`src/rtl/apb_latency_scaler.sv`:
```
// APB latency scaler: stretches the latency of one downstream APB device by a run-time fixed-point ratio.
// Define APB_LATENCY_SCALER_STATS_EN to add saturating transaction and stall counters.
module apb_latency_scaler #(
    parameter int ADDR_W    = 32,
    parameter int DATA_W    = 32,
    parameter int FRAC_BITS = 4,
    parameter int ACC_W     = 32
) (
    input  logic                clock,
    input  logic                reset,
    input  logic [15:0]         cfg_ratio,
    input  logic [ADDR_W-1:0]   in_paddr,
    input  logic                in_psel,
    input  logic                in_penable,
    input  logic [2:0]          in_pprot,
    input  logic                in_pwrite,
    input  logic [DATA_W-1:0]   in_pwdata,
    input  logic [DATA_W/8-1:0] in_pstrb,
    output logic                in_pready,
    output logic [DATA_W-1:0]   in_prdata,
    output logic                in_pslverr,
    output logic [ADDR_W-1:0]   out_paddr,
    output logic                out_psel,
    output logic                out_penable,
    output logic [2:0]          out_pprot,
    output logic                out_pwrite,
    output logic [DATA_W-1:0]   out_pwdata,
    output logic [DATA_W/8-1:0] out_pstrb,
    input  logic                out_pready,
    input  logic [DATA_W-1:0]   out_prdata,
    input  logic                out_pslverr
`ifdef APB_LATENCY_SCALER_STATS_EN
    ,
    output logic [31:0]         stat_txn_cnt,
    output logic [31:0]         stat_stall_cnt
`endif
);

    typedef enum logic [1:0] {
        S_IDLE  = 2'd0,
        S_TRANS = 2'd1,
        S_WAIT  = 2'd2
    } state_t;

    localparam logic [ACC_W-1:0] ACC_ZERO = {ACC_W{1'b0}};
    localparam logic [ACC_W-1:0] ACC_ONE  = {{(ACC_W-1){1'b0}}, 1'b1};

    state_t               r_state;
    logic [15:0]          r_ratio_q;
    logic [ACC_W-1:0]     r_acc;
    logic [ACC_W-1:0]     r_ncyc;
    logic [ACC_W-1:0]     r_cnt;
    logic [FRAC_BITS-1:0] r_frac_carry;
    logic [DATA_W-1:0]    r_cap_prdata;
    logic                 r_cap_pslverr;
    logic                 r_in_pready;
    logic [DATA_W-1:0]    r_in_prdata;
    logic                 r_in_pslverr;

    logic [ACC_W-1:0]     w_acc_start;
    logic [ACC_W-1:0]     w_acc_next;
    logic [ACC_W-1:0]     w_ncyc_next;
    logic [ACC_W-1:0]     w_acc_int;
    logic [ACC_W:0]       w_ncyc_p1;
    logic [ACC_W-1:0]     w_wait;

    function automatic logic [ACC_W-1:0] sat_add(input logic [ACC_W-1:0] a,
                                                 input logic [ACC_W-1:0] b);
        logic [ACC_W:0] sum;
        sum = {1'b0, a} + {1'b0, b};
        if (sum[ACC_W]) begin
            return {ACC_W{1'b1}};
        end
        return sum[ACC_W-1:0];
    endfunction

    // Accumulator arithmetic and the extra wait count owed once the device has answered
    always_comb begin
        w_acc_start = sat_add(ACC_W'(r_frac_carry), ACC_W'(cfg_ratio));
        w_acc_next  = sat_add(r_acc, ACC_W'(r_ratio_q));
        w_ncyc_next = sat_add(r_ncyc, ACC_ONE);
        w_acc_int   = w_acc_next >> FRAC_BITS;
        w_ncyc_p1   = {1'b0, w_ncyc_next} + {{ACC_W{1'b0}}, 1'b1};
        w_wait      = ACC_ZERO;
        if ({1'b0, w_acc_int} > w_ncyc_p1) begin
            w_wait = w_acc_int - w_ncyc_next - ACC_ONE;
        end else begin
            w_wait = ACC_ZERO;
        end
    end

    // Downstream request: transparent except while the scaled wait is running
    always_comb begin
        out_pprot = in_pprot;
        if (r_state == S_WAIT) begin
            out_psel    = 1'b0;
            out_penable = 1'b0;
            out_pwrite  = 1'b0;
            out_paddr   = {ADDR_W{1'b0}};
            out_pwdata  = {DATA_W{1'b0}};
            out_pstrb   = {(DATA_W/8){1'b0}};
        end else begin
            out_psel    = in_psel;
            out_penable = in_penable;
            out_pwrite  = in_pwrite;
            out_paddr   = in_paddr;
            out_pwdata  = in_pwdata;
            out_pstrb   = in_pstrb;
        end
    end

    // Transaction FSM; the response is registered one cycle ahead so it lands when the count hits 0
    always_ff @(posedge clock) begin
        if (reset) begin
            r_state       <= S_IDLE;
            r_ratio_q     <= 16'h0000;
            r_acc         <= ACC_ZERO;
            r_ncyc        <= ACC_ZERO;
            r_cnt         <= ACC_ZERO;
            r_frac_carry  <= {FRAC_BITS{1'b0}};
            r_cap_prdata  <= {DATA_W{1'b0}};
            r_cap_pslverr <= 1'b0;
            r_in_pready   <= 1'b0;
            r_in_prdata   <= {DATA_W{1'b0}};
            r_in_pslverr  <= 1'b0;
        end else begin
            r_in_pready  <= 1'b0;
            r_in_prdata  <= {DATA_W{1'b0}};
            r_in_pslverr <= 1'b0;
            case (r_state)
                S_IDLE: begin
                    if (in_psel) begin
                        r_ratio_q <= cfg_ratio;
                        r_acc     <= w_acc_start;
                        r_ncyc    <= ACC_ONE;
                        r_state   <= S_TRANS;
                    end
                end
                S_TRANS: begin
                    r_acc  <= w_acc_next;
                    r_ncyc <= w_ncyc_next;
                    if (out_pready) begin
                        r_cap_prdata  <= out_prdata;
                        r_cap_pslverr <= out_pslverr;
                        r_frac_carry  <= w_acc_next[FRAC_BITS-1:0];
                        r_cnt         <= w_wait;
                        r_state       <= S_WAIT;
                        if (w_wait == ACC_ZERO) begin
                            r_in_pready  <= 1'b1;
                            r_in_prdata  <= out_prdata;
                            r_in_pslverr <= out_pslverr;
                        end
                    end
                end
                S_WAIT: begin
                    if (r_cnt != ACC_ZERO) begin
                        r_cnt <= r_cnt - ACC_ONE;
                    end
                    if (r_cnt == ACC_ONE) begin
                        r_in_pready  <= 1'b1;
                        r_in_prdata  <= r_cap_prdata;
                        r_in_pslverr <= r_cap_pslverr;
                    end
                    // A zero count means in_pready is high this cycle
                    if (r_cnt == ACC_ZERO) begin
                        r_state <= S_IDLE;
                    end
                end
                default: begin
                    r_state <= S_IDLE;
                end
            endcase
        end
    end

    assign in_pready  = r_in_pready;
    assign in_prdata  = r_in_prdata;
    assign in_pslverr = r_in_pslverr;

`ifdef APB_LATENCY_SCALER_STATS_EN
    logic [31:0] r_stat_txn;
    logic [31:0] r_stat_stall;

    // Saturating counters of completed transactions and stalled WAIT cycles
    always_ff @(posedge clock) begin
        if (reset) begin
            r_stat_txn   <= 32'd0;
            r_stat_stall <= 32'd0;
        end else if (r_state == S_WAIT) begin
            if (r_in_pready) begin
                if (r_stat_txn != 32'hFFFF_FFFF) begin
                    r_stat_txn <= r_stat_txn + 32'd1;
                end
            end else if (r_stat_stall != 32'hFFFF_FFFF) begin
                r_stat_stall <= r_stat_stall + 32'd1;
            end
        end
    end

    assign stat_txn_cnt   = r_stat_txn;
    assign stat_stall_cnt = r_stat_stall;
`endif

endmodule

```
`config.mk`:
```
export PLATFORM = sky130hd
export DESIGN_NAME = apb_latency_scaler
export DESIGN_NICKNAME = d
export VERILOG_FILES = /design/src/rtl/apb_latency_scaler.sv
export SDC_FILE = /design/constraint.sdc
export NUM_CORES = 1
export LEC_CHECK = 0
export CORE_MARGIN = 4
export CORE_UTILIZATION = 49
export DETAILED_ROUTE_END_ITERATION = 12
export PLACE_DENSITY = 0.78
export SLEW_MARGIN = 20
export SYNTH_ARGS = -nofsm -noshare
export SYNTH_HDL_FRONTEND = slang
export SYNTH_SLANG_ARGS = --single-unit
```
`constraint.sdc`:
```
create_clock -name clock -period 5.7 [get_ports clock]
set_clock_uncertainty 0.1 [all_clocks]
set_input_delay 0.57 -clock clock [delete_from_list [all_inputs] [get_ports clock]]
set_output_delay 0.57 -clock clock [all_outputs]
set_load 0.02 [all_outputs]
```
Word-level counts from Yosys, hierarchy flattened:

Cells that the tools add are included.

* output and inout bits: 108
* memories kept: 0
* ROM bits: 0
* latch bits: 0
* memory bits (writable): 0
* input port bits: 126
* word-level logic and storage cells: 76
* register bits after elaboration: 185

* bitwise logic cells: 0
* reduce and logical (&&, ||, !) cells: 11
* multipliers: 0
* divide/modulo/power cells: 0
* order comparisons: 1
* add/subtract/negate cells: 7
* shift operators: 0
* equality and inequality tests: 7
* muxes and demuxes: 39

Operators with widths (count)
* $mux W32: 16
* $pmux W32 S2: 4
* $add A32 B1 Y33 const B: 2
* $logic_not A32 Y1: 2
* $sub A32 B1 Y32 const B: 2
* $add A32 B16 Y33: 1
* $gt A28 B33 Y1: 1
* $eq A32 B1 Y1 const B: 1
* $reduce_bool A32 Y1: 1
* $sub A28 B32 Y32: 1
* $add A4 B16 Y17: 1
* $mux W1: 12
* $mux W2: 3
* $pmux W2 S3: 1
* $reduce_and A2 Y1: 3
* $reduce_and A3 Y1: 2
* $mux W4: 1
* $ne A2 B1 Y1 const B: 2
* $ne A2 B2 Y1 const B: 2
* $pmux W1 S2: 2
* $reduce_bool A2 Y1: 2
* $eq A2 B1 Y1 const B: 1
* $eq A2 B2 Y1 const B: 1
* $logic_not A2 Y1: 1

Longest topological paths before layout:

* word-level depth: 10
* depth in mapped cells: 28
* depth with buffers taken out: 25

Worst setup path before layout:

OpenSTA, ideal clock, no wires.

* path kind: flip-flop to flip-flop
* start: register r_ratio_q[0]
* end: register r_in_prdata[16] (netlist: in_prdata[16])
* setup time: 0.060 ns
* cell stages (with the launch flop): 28
* buffers on the path: 3
* period minus slack after synthesis: 6.065 ns
* required time: 5.540 ns
* arrival: 5.905 ns
* setup slack: -0.365 ns
* cells stage by stage: dfxtp_1 ha_1 inv_1 fa_1 nor2b_1 o21ai_0 a21oi_1 o21a_1 a221oi_1 nand4b_1 nand2_1 nand3_1 clkbuf_1 clkbuf_1 nand2_1 ha_1 a211oi_1 nor2_1 o31a_1 a2111oi_0 nor2_1 xnor2_1 or3b_2 nor4_1 nand4_1 a21oi_4 buf_6 a32o_2

* longest elaborated chain between the ends: 10
* elaborated cells between the ends (all ways): 11
* classes of those cells: add/sub (3); order compare (1); mux (6); reduce/logical (1)

RTL lines
* from (decl): RTL line 49 `logic [15:0] r_ratio_q;`
* from (signal assigned): RTL line 133 `r_ratio_q <= cfg_ratio;`
* $add A32 B16 Y33 *: RTL line 70 `sum = {1'b0, a} + {1'b0, b};`
* $mux W1: RTL line 71 `if (sum[ACC_W]) begin`
* $mux W32 *: RTL line 74 `return sum[ACC_W-1:0];`
* $sub A28 B32 Y32: RTL line 86 `w_wait = w_acc_int - w_ncyc_next - ACC_ONE;`
* $sub A32 B1 Y32: RTL line 86
* $mux W32 *: RTL line 85 `if ({1'b0, w_acc_int} > w_ncyc_p1) begin`
* $logic_not A32 Y1 *: RTL line 148 `if (w_wait == ACC_ZERO) begin`
* $mux W32 *: RTL line 148
* $mux W32 *: RTL line 142 `if (out_pready) begin`
* $pmux W32 S2 *: RTL line 130 `case (r_state)`
* to (signal assigned): RTL line 128 `r_in_prdata <= {DATA_W{1'b0}};`
* to (signal assigned): RTL line 150 `r_in_prdata <= out_prdata;`
* to (signal assigned): RTL line 161 `r_in_prdata <= r_cap_prdata;`
* to (decl): RTL line 57 `logic [DATA_W-1:0] r_in_prdata;`

Mark *: on every way between the ends. The rest lies on a longest branch, timed or not.
A chain may end at the register's enable or synchronous reset.

Final worst setup path:

* start: register r_acc[1]
* end: register r_in_prdata[20] (netlist: in_prdata[20])

* longest elaborated chain between the ends: 10
* elaborated cells between the ends (all ways): 11
* classes of those cells: add/sub (3); order compare (1); mux (6); reduce/logical (1)

RTL lines
* from (decl): RTL line 50 `logic [ACC_W-1:0] r_acc;`
* from (signal assigned): RTL line 134 `r_acc <= w_acc_start;`
* from (signal assigned): RTL line 140 `r_acc <= w_acc_next;`
* $add A32 B16 Y33 *: RTL line 70
* $mux W1: RTL line 71
* $mux W32 *: RTL line 74
* $sub A28 B32 Y32: RTL line 86
* $sub A32 B1 Y32: RTL line 86
* $mux W32 *: RTL line 85
* $logic_not A32 Y1 *: RTL line 148
* $mux W32 *: RTL line 148
* $mux W32 *: RTL line 142
* $pmux W32 S2 *: RTL line 130

Marked as above.

==> run metrics <==
status finished, violations left; failing checks setup timing; combinational share of power 64.9%; total power 8.57 mW; Yosys reg bits 185; Setup Crit Path Kind reg -> reg; Pint 4.56 mW; mean post-synth cell area 7.53 sq um; CP max FO 4; synth cell count leaders nand2_1 (248), dfxtp_1 (185), a21oi_1 (175); CP Capture Type register; Rel. slew slack 35.6%; chip width 175 um; asr flop ratio synth 0%; final slew viol count 0; CP top delay family compound AO/OA/AOI/OAI gates; Rows 60; number of global-route vias before repair 15100; top cells by area, synth dfxtp_1 (27%), ha_1 (7.6%), nand2_1 (6.8%); Final nets 2406; Post-synth EDFFs 0; fmax 167 MHz; worst path arrival time 6290 ps; sw power 4.01 mW; DRT Pass-1 Iters 6; number of port buffers 227; initial antenna violation count 0; sequential element share of the synthesized area 27.0%; post-route core utilization 70.3%; leakage 7.85 nW; WL final 50400 um; CP max stage delay 430 ps; Placement Setup Slack -631 ps; Slowest-stage cell, CP or3b_4; grt total ovfl 0; Main synth FF type dfxtp_1; Sink Count 185; CTS HTree Levels 4; Post-Syn Nets 2032; CP required 6000 ps; largest net degree at the start of global routing 95; Peak VDD IR 0.329 mV; Flop pwr share 19.3%; Worst-path clk slew 90 ps; Final Wtd Congestion 1.00; clk buf depth 2; Ys Warns 0; Via Count 15700; pwr dens 448 nW/um^2; Clock Latency Late Sink 460 ps; remaining antenna violation count after routing 0; Syn Inst Count 1820; Core ar. 27300 sq um; count of final setup violators 34; post-synthesis cell type with the largest combined area dfxtp_1; final instance area 19100 sq um; Period minus WS final 5980 ps; area grow syn2layout 39.8%; max-cap viol count 0; post-route setup slack -284 ps; final routed DRC violation total 0; I/O Pins 234; WHS 360 ps; CTS root buf clkbuf_16; die area 30700 sq um; Synth Cell Area 13700 sq um; Routed wire per std cell 19.5 um; n_diodes 0; slew of the pin with the lowest slew margin 966 ps; Critical Path Start Type register; CTS Hold Bufs 0; Fin. Hold Viols 0; Initial Util 50.3%; Critical path buffers and inverters 4; Die Height 175 um; CTS buffer count 17; drt via density 6.10; share of layout cells above drive strength 1 19.0%; Hold WC Path Type reg -> reg; Sw Share 46.8%; Clock Power Share 15.9%; TritonCTS clock tree built; hpwl dp 35000 um; first-pass GRT wire length 77100 um; RSZ-0062 raised after global routing true; fin crit share 105%; Unique masters post-synth 87; post-synth top area share 27.0%; area post-placement 17600 sq um; R2R Setup Slk -280 ps; total track usage 30.3%; DRT iter0 DRCs 1749; cell with the most instances after synthesis nand2_1
==> through the flow <==
stage               setup TNS, ps  instances
finish                      -8010       2579
floorplan                       0       1820
CTS                             0       2567
global route               -15080       2579
detailed placement         -27320       2516
global placement           -19630       2516
==> power groups by stage <==
stage / registers (mW) / logic [mW] / clock network [mW]
after global placement: 1.66 / 4.54 / 0
after CTS: 1.64 / 5.08 / 1.36
after global routing: 1.67 / 5.92 / 1.42
final: 1.65 / 5.56 / 1.36
after floorplan: 1.64 / 2.97 / 0
after detailed placement: 1.67 / 4.65 / 0
==> worst reg2reg max path, delay by kind of cell (launching register included) <==
family	cells	cell delay (ps)
flops	1	380
fa+ha+maj	2	580
compound gates	11	2180
simple gates	8	1760
buf+inv	4	630
xor+xnor	2	300
==> flip-flops by register name (all words and copies together), names as in the netlist <==
name and count:
r_cap_pslverr 1, in_prdata 32, in_pslverr 1, in_pready 1, r_ncyc 32, r_ratio_q 16, r_cnt 32, r_cap_prdata 32
r_frac_carry 4, r_state 2, r_acc 32
==> repair_timing <==
action	in CTS	in global routing
buffers inserted	16	12
gates resized for setup	65	57
cloned	3	2
setup endpoints to repair	65	66
pin swaps	18	38
hold endpoints to repair	0	0
==> layout make-up <==
type | count | area, sq um
flip-flops and latches | 185 | 3710
fillers | 2026 | 8100
multi-input cells | 1482 | 9980
well taps | 372 | 465
repair buffers | 466 | 4190
inverters | 42 | 158
clock inverters | 15 | 223
clock buffers | 17 | 425
==> per-layer routing <==
metal | routed length [um] | share of wire, % | vias to the layer above | GRT usage [%]
li1 | - | - | 7298 | -
met1 | 20300 | 40 | 7462 | 38.9
met2 | 23900 | 48 | 806 | 50.5
met3 | 4360 | 8.7 | 164 | 6.10
met4 | 1770 | 3.5 | 0 | 10.8
met5 | 0 | 0 | - | 0
==> path summary, 6_finish.rpt <==
check	startpoint	to	cells past startpoint
setup / recovery	r_acc[1]	in_prdata[20]	27
hold reg to reg	r_cap_prdata[18]	r_cap_prdata[18]	2
hold / removal	r_cap_prdata[18]	r_cap_prdata[18]	2
setup reg to reg	r_acc[1]	in_prdata[20]	27
==> cell families after synthesis <==
group	synth area share, %
and+or+nand+nor	27.7
AOI/OAI and AO/OA	24.7
DFF	27.0
buffers and inverters	4.81
xor gates and xnor gates	7.02
adders and majority gates	8.02
muxes	0.694
==> cell usage in the layout, fill, tap and decap left out, types with 12 or more instances in the layout <==
| cell | netlist | routed |
|---|---|---|
| nand2_1 | 248 | 241 |
| buf_4 | 10 | 227 |
| clkdlybuf4s50_1 | 0 | 226 |
| dfxtp_1 | 185 | 182 |
| a21oi_1 | 175 | 167 |
| nor2_1 | 157 | 155 |
| nor2b_1 | 93 | 93 |
| o21ai_0 | 94 | 88 |
| ha_1 | 83 | 67 |
| xnor2_1 | 65 | 61 |
| nor3_1 | 56 | 56 |
| nand3_1 | 48 | 46 |
| xor2_1 | 43 | 42 |
| inv_1 | 41 | 40 |
| a21o_1 | 36 | 36 |
| nand4_1 | 29 | 29 |
| a32o_2 | 26 | 26 |
| and3_1 | 23 | 22 |
| a31oi_1 | 19 | 19 |
| clkbuf_16 | 0 | 19 |
| and2_1 | 19 | 16 |
| nor4_1 | 20 | 16 |
| a22oi_1 | 16 | 16 |
| ha_4 | 0 | 16 |
| nand2b_1 | 15 | 15 |
| a211oi_1 | 17 | 12 |
(Power assumes the default switching activity.)
